[src/rtl/alu_sched_pkg.sv]
`default_nettype none
// =============================================================================
// Module   : alu_sched_pkg
// Purpose  : Shared ALU mode codes, scheduler state type and error payload.
// Revision : 1.0 - initial release
// =============================================================================
package alu_sched_pkg;

  localparam logic [2:0] ALU_ADD  = 3'b000;
  localparam logic [2:0] ALU_SUB  = 3'b001;
  localparam logic [2:0] ALU_MUL  = 3'b010;
  localparam logic [2:0] ALU_DIV  = 3'b011;
  localparam logic [2:0] ALU_AND  = 3'b100;
  localparam logic [2:0] ALU_OR   = 3'b101;
  localparam logic [2:0] ALU_MUL2 = 3'b110;
  localparam logic [2:0] ALU_NOT  = 3'b111;

  localparam logic [7:0] ERR_DATA = 8'hFF;

  typedef enum logic [1:0] {
    IDLE = 2'd0,
    EXEC = 2'd1,
    RESP = 2'd2
  } state_t;

endpackage
`default_nettype wire

[src/rtl/rr_arbiter.sv]
`default_nettype none
// =============================================================================
// Module   : rr_arbiter
// Purpose  : Combinational round-robin pick: first set request at or after ptr.
// Revision : 1.0 - initial release
// =============================================================================
module rr_arbiter
  import alu_sched_pkg::*;
#(
  parameter int N  = 4,
  parameter int IW = $clog2(N)
) (
  input  logic [N-1:0]  req_i,
  input  logic [IW-1:0] ptr_i,
  output logic [N-1:0]  grant_o,
  output logic [IW-1:0] idx_o,
  output logic          any_o
);

  int c;

  always_comb begin
    idx_o = '0;
    any_o = 1'b0;
    c     = 0;
    for (int k = 0; k < N; k++) begin
      c = int'(ptr_i) + k;
      if (c >= N) c = c - N;
      if (!any_o && req_i[c[IW-1:0]]) begin
        any_o = 1'b1;
        idx_o = c[IW-1:0];
      end
    end
    grant_o = any_o ? (N'(1) << idx_o) : '0;
  end

endmodule
`default_nettype wire

[src/rtl/alu_4_bit_sched.sv]
`default_nettype none
// =============================================================================
// Module   : alu_4_bit_sched
// Purpose  : Round-robin scheduler sharing one alu_4_bit between NUM_REQ users.
//            Define ALU_SCHED_DIV0_CHECK_EN to answer divide-by-zero locally.
// Revision : 1.0 - initial release
// =============================================================================
module alu_4_bit_sched
  import alu_sched_pkg::*;
#(
  parameter int  NUM_REQ     = 4,
  parameter int  ALU_LATENCY = 1,
  localparam int IDW         = $clog2(NUM_REQ)
) (
  input  logic                   clk,
  input  logic                   rst,
  input  logic [NUM_REQ-1:0]     req_valid,
  output logic [NUM_REQ-1:0]     req_ready,
  input  logic [4*NUM_REQ-1:0]   req_a,
  input  logic [4*NUM_REQ-1:0]   req_b,
  input  logic [3*NUM_REQ-1:0]   req_mode,
  output logic [3:0]             alu_a,
  output logic [3:0]             alu_b,
  output logic [2:0]             alu_mode,
  input  logic [7:0]             alu_y,
  output logic                   rsp_valid,
  input  logic                   rsp_ready,
  output logic [IDW-1:0]         rsp_id,
  output logic [7:0]             rsp_data,
  output logic                   rsp_err
);

  localparam int CNT_W = 3;

  state_t           state_q, state_d;
  logic [IDW-1:0]   ptr_q, ptr_d;
  logic [CNT_W-1:0] cnt_q, cnt_d;

  logic [3:0]       alu_a_q, alu_b_q;
  logic [2:0]       alu_mode_q;
  logic [IDW-1:0]   rsp_id_q;
  logic [7:0]       rsp_data_q;

  logic [NUM_REQ-1:0] grant;
  logic [IDW-1:0]     gnt_idx;
  logic               gnt_any;
  logic               accept;
  logic               div0;

  logic [3:0] a_arr    [NUM_REQ];
  logic [3:0] b_arr    [NUM_REQ];
  logic [2:0] mode_arr [NUM_REQ];
  logic [3:0] sel_a, sel_b;
  logic [2:0] sel_mode;

  for (genvar i = 0; i < NUM_REQ; i++) begin : g_unpack
    assign a_arr[i]    = req_a[4*i +: 4];
    assign b_arr[i]    = req_b[4*i +: 4];
    assign mode_arr[i] = req_mode[3*i +: 3];
  end

  rr_arbiter #(
    .N  (NUM_REQ),
    .IW (IDW)
  ) u_arb (
    .req_i   (req_valid),
    .ptr_i   (ptr_q),
    .grant_o (grant),
    .idx_o   (gnt_idx),
    .any_o   (gnt_any)
  );

  assign sel_a    = a_arr[gnt_idx];
  assign sel_b    = b_arr[gnt_idx];
  assign sel_mode = mode_arr[gnt_idx];
  assign accept   = (state_q == IDLE) && gnt_any;

`ifdef ALU_SCHED_DIV0_CHECK_EN
  assign div0 = (sel_mode == ALU_DIV) && (sel_b == 4'd0);
`else
  assign div0 = 1'b0;
`endif

  always_ff @(posedge clk or posedge rst) begin
    if (rst) begin
      state_q <= IDLE;
      ptr_q   <= '0;
      cnt_q   <= '0;
    end else begin
      state_q <= state_d;
      ptr_q   <= ptr_d;
      cnt_q   <= cnt_d;
    end
  end

  always_comb begin
    state_d = state_q;
    ptr_d   = ptr_q;
    cnt_d   = cnt_q;
    case (state_q)
      IDLE: begin
        if (gnt_any) begin
          ptr_d = (gnt_idx == IDW'(NUM_REQ - 1)) ? '0 : gnt_idx + 1'b1;
          if (div0) begin
            state_d = RESP;
          end else begin
            cnt_d   = CNT_W'(ALU_LATENCY);
            state_d = EXEC;
          end
        end
      end
      EXEC: begin
        if (cnt_q == '0) state_d = RESP;
        else             cnt_d   = cnt_q - 1'b1;
      end
      RESP: begin
        if (rsp_ready) state_d = IDLE;
      end
      default: state_d = IDLE;
    endcase
  end

  // Ready is masked during reset so the grant never leaks out while rst is high.
  always_comb begin
    req_ready = ((state_q == IDLE) && !rst) ? grant : '0;
    rsp_valid = (state_q == RESP);
  end

  always_ff @(posedge clk or posedge rst) begin
    if (rst) begin
      alu_a_q    <= '0;
      alu_b_q    <= '0;
      alu_mode_q <= '0;
      rsp_id_q   <= '0;
      rsp_data_q <= '0;
    end else if (accept) begin
      rsp_id_q <= gnt_idx;
      if (div0) begin
        rsp_data_q <= ERR_DATA;
      end else begin
        alu_a_q    <= sel_a;
        alu_b_q    <= sel_b;
        alu_mode_q <= sel_mode;
      end
    end else if ((state_q == EXEC) && (cnt_q == '0)) begin
      rsp_data_q <= alu_y;
    end
  end

`ifdef ALU_SCHED_DIV0_CHECK_EN
  logic rsp_err_q;

  always_ff @(posedge clk or posedge rst) begin
    if (rst)         rsp_err_q <= 1'b0;
    else if (accept) rsp_err_q <= div0;
  end

  assign rsp_err = rsp_err_q;
`else
  assign rsp_err = 1'b0;
`endif

  assign alu_a    = alu_a_q;
  assign alu_b    = alu_b_q;
  assign alu_mode = alu_mode_q;
  assign rsp_id   = rsp_id_q;
  assign rsp_data = rsp_data_q;

endmodule
`default_nettype wire

[config.mk]
export PLATFORM = sky130hd
export DESIGN_NAME = alu_4_bit_sched
export DESIGN_NICKNAME = d
export VERILOG_FILES = /design/src/rtl/alu_sched_pkg.sv /design/src/rtl/rr_arbiter.sv /design/src/rtl/alu_4_bit_sched.sv
export SDC_FILE = /design/constraint.sdc
export NUM_CORES = 1
export LEC_CHECK = 0
export BUFFER_PORTS_ARGS = -buffer_cell sky130_fd_sc_hd__buf_2
export CAP_MARGIN = 20
export CORE_MARGIN = 8
export CORE_UTILIZATION = 46
export CTS_BUF_LIST = sky130_fd_sc_hd__clkbuf_4 sky130_fd_sc_hd__clkbuf_8 sky130_fd_sc_hd__clkbuf_16
export DETAILED_ROUTE_END_ITERATION = 8
export PLACE_DENSITY = 0.76
export SETUP_SLACK_MARGIN = 0.3
export SYNTH_ARGS = -nofsm -noshare
export SYNTH_HDL_FRONTEND = slang
export SYNTH_HIERARCHICAL = 1
export SYNTH_SLANG_ARGS = --single-unit
[constraint.sdc]
create_clock -name clk -period 2.5 [get_ports clk]
set_input_delay 0.5 -clock clk [delete_from_list [all_inputs] [get_ports clk]]
set_output_delay 0.5 -clock clk [all_outputs]
set_load 0.01 [all_outputs]
==> metrics.txt <==
status finished clean; share of the synthesized area in the top cell type 40.7%; vias per cell 5.19; post-route minimum period 2.12 ns; reg-to-reg startpoint ptr_q[0]; Tot GR Track Use 13.7%; placed cell areas 2170 um2; top cells by count, synth 28 x dfrtp_1, 15 x mux2_2, 9 x inv_1; Worst setup SP type flip-flop; sequential fraction of design power 33.4%; postcts setup bufs 0; post-DP HPWL 3390 um; setup TNS 0 ns; DR iter-0 viols 60; Yosys top cell by area dfrtp_1; # DRC 0; Synth Instances 132; Longest Clk Path Bufs 2; Worst Tran Pin Value 0.645 ns; Clock Power Share 13.4%; sw power 914 uW; first-pass GRT wire length 6750 um; die width 77.2 um; top-count cell post-synth dfrtp_1; Max Slew Vio Count 0; # hold bufs at CTS 0; H-tree Lvls 1; Clk pin slew, worst setup/hold paths 0.10 ns; IO Pins 86; Post-synth EDFFs 0; final worst slack 0.376 ns; largest net degree at the start of global routing 29; Pre-antenna DRT Iters 4; final setup fails 0; Req. time, crit path 2.66 ns; Pwr Total 2.63 mW; Post-Syn Area 1720 um2; Switching Fraction 34.8%; grt ovf 0; Yosys Warn Count 6; number of synthesized register bits 28; VDD IR-drop max 521 uV; design area 2250 um2; PD cells 1170 nW/um2; Final nets 279; Layout area overhead 30.6%; Initial Util 47.4%; reg-to-reg critical path endpoint alu_b[1]; Routed WL 4160 um; share of layout cells above drive strength 1 63.9%; number of diodes 0; Vias 1371; Crit. End Element flip-flop; syn nets 194; Final period util 85.0%; RSZ-0062 raised after global routing no; Slew HR 56.8%; fillers 324; vias in the first global route 1413; Inserted Clock Buffers 3; fmax 471 MHz; post-detailed-route count of antenna-violating nets 0; Die Area 5960 um2; CTS tree yes; row cnt 22; critical-path maximum fanout 14; Register-to-Register Path Depth 6; Clk Latency, worst-skew pair 0.27 ns; CTS sink cnt 28; Internal 1.71 mW; Max-Cap Viols 0; core area 3630 um2; top cells by area, synth dfrtp_1 41%, mux2_2 9.8%, mux4_2 9.2%; post-DR wirelength/cell 15.8 um; WHS 0.281 ns; asr flop ratio synth 100%; syn_area_per_cell 13.1 um2; Crit Path Class reg -> reg; root buf cell clkbuf_8; hold crit path type in -> async; Hold Vio Cnt, Final 0; initial antenna violation count 0; Worst EP arrival 2.29 ns; part of the Yosys area used for sequential elements 40.7%; Die H 77.2 um; number of buffers inserted by port buffering 84; setup slack, reg-to-reg 0.38 ns; DP Worst Slack 0.210 ns; count of unique library cells instantiated by Yosys 40; clock skew 0.00400 ns; power share of the combinational group 53.2%; global placer's final weighted congestion 0.838; Top FF cell, synth dfrtp_1; leakage 1.14 nW
power groups by stage:
stage / clock (mW) / sequential [mW] / combinational [mW]
3_5_place_dp: 0 / 0.879 / 1.41
5_1_grt: 0.381 / 0.909 / 1.53
2_1_floorplan: 0 / 0.905 / 1.03
4_1_cts: 0.361 / 0.873 / 1.41
6_report: 0.353 / 0.877 / 1.40
3_3_place_gp: 0 / 0.872 / 1.38
layer usage:
layer | share of wire [%] | GRT usage (%)
met5 | 0 | 0
met4 | 1.1 | 3.58
met3 | 7.4 | 4.90
met2 | 52 | 24.5
met1 | 40 | 14.9
metrics by stage:
stage / utilization (%) / std cells
2_1_floorplan: - / 132
3_3_place_gp: 59.8 / 260
3_5_place_dp: 59.8 / 260
4_1_cts: 61.7 / 264
5_1_grt: 61.9 / 264
6_report: 61.9 / 264
cell usage in the layout, fill, tap and decap left out, drive strengths merged, types with 5 or more instances in the layout:
master,netlist,routed
inv,9,9
mux2,23,23
mux4,11,11
nand2b,5,5
buf,8,88
dfrtp,28,28
nor2,6,6
a21oi,5,5
timing repair:
| action | CTS | global route |
|---|---|---|
| hold endpoints to repair | 0 | 0 |
| resized for setup | 0 | 2 |
| setup endpoints to repair | 0 | 2 |
worst max-delay path, stage by stage (launching register included):
cell	delay, ns
dfrtp_1	0.46
nand2b_1	0.16
o21ai_1	0.11
a211oi_4	0.30
buf_12	0.20
mux4_2	0.51
mux2_4	0.28
cells by family (layout without fill, tap and decap cells):
| family | count (synthesis) | in the layout | share of synthesized area (%) |
|---|---|---|---|
| and+or+nand+nor | 27 | 27 | 9.00 |
| other | 1 | 1 | 0.218 |
| AOI/OAI and AO/OA | 21 | 21 | 8.86 |
| buffers and inverters | 17 | 101 | 6.46 |
| DFF | 28 | 28 | 40.7 |
| muxes | 35 | 35 | 32.6 |
| adders and majority gates | 3 | 3 | 2.18 |
worst max-delay path by stage:
stage | from | end | slack (ns) | cells past startpoint
after floorplan | req_valid[1] | alu_a[0] | 0.34 | 7
after global placement | req_valid[2] | alu_a[0] | 0.28 | 7
after detailed placement | req_valid[2] | alu_b[1] | 0.21 | 7
after CTS | ptr_q[1] | req_ready[2] | 0.35 | 5
after global routing | ptr_q[0] | alu_mode[1] | 0.30 | 6
final | ptr_q[0] | alu_b[1] | 0.38 | 6
state kept, by name (all words and copies together), names as in the netlist:
signal and flops:
alu_a 4, cnt_q 3, state_q 2, alu_mode 3, rsp_id 2, ptr_q 2, alu_b 4, rsp_data 8
final cells by class:
cell class | instances | area, um2 | area share, %
Timing Repair Buffer | 88 | 463 | 20.6
Clock inverter | 1 | 30.0 | 1.33
Sequential cell | 28 | 702 | 31.2
Multi-Input combinational cell | 87 | 921 | 40.9
Tap cell | 48 | 60.1 | 2.67
Clock buffer | 3 | 41.3 | 1.83
Inverter | 9 | 33.8 | 1.50
(Power assumes the default switching activity.)
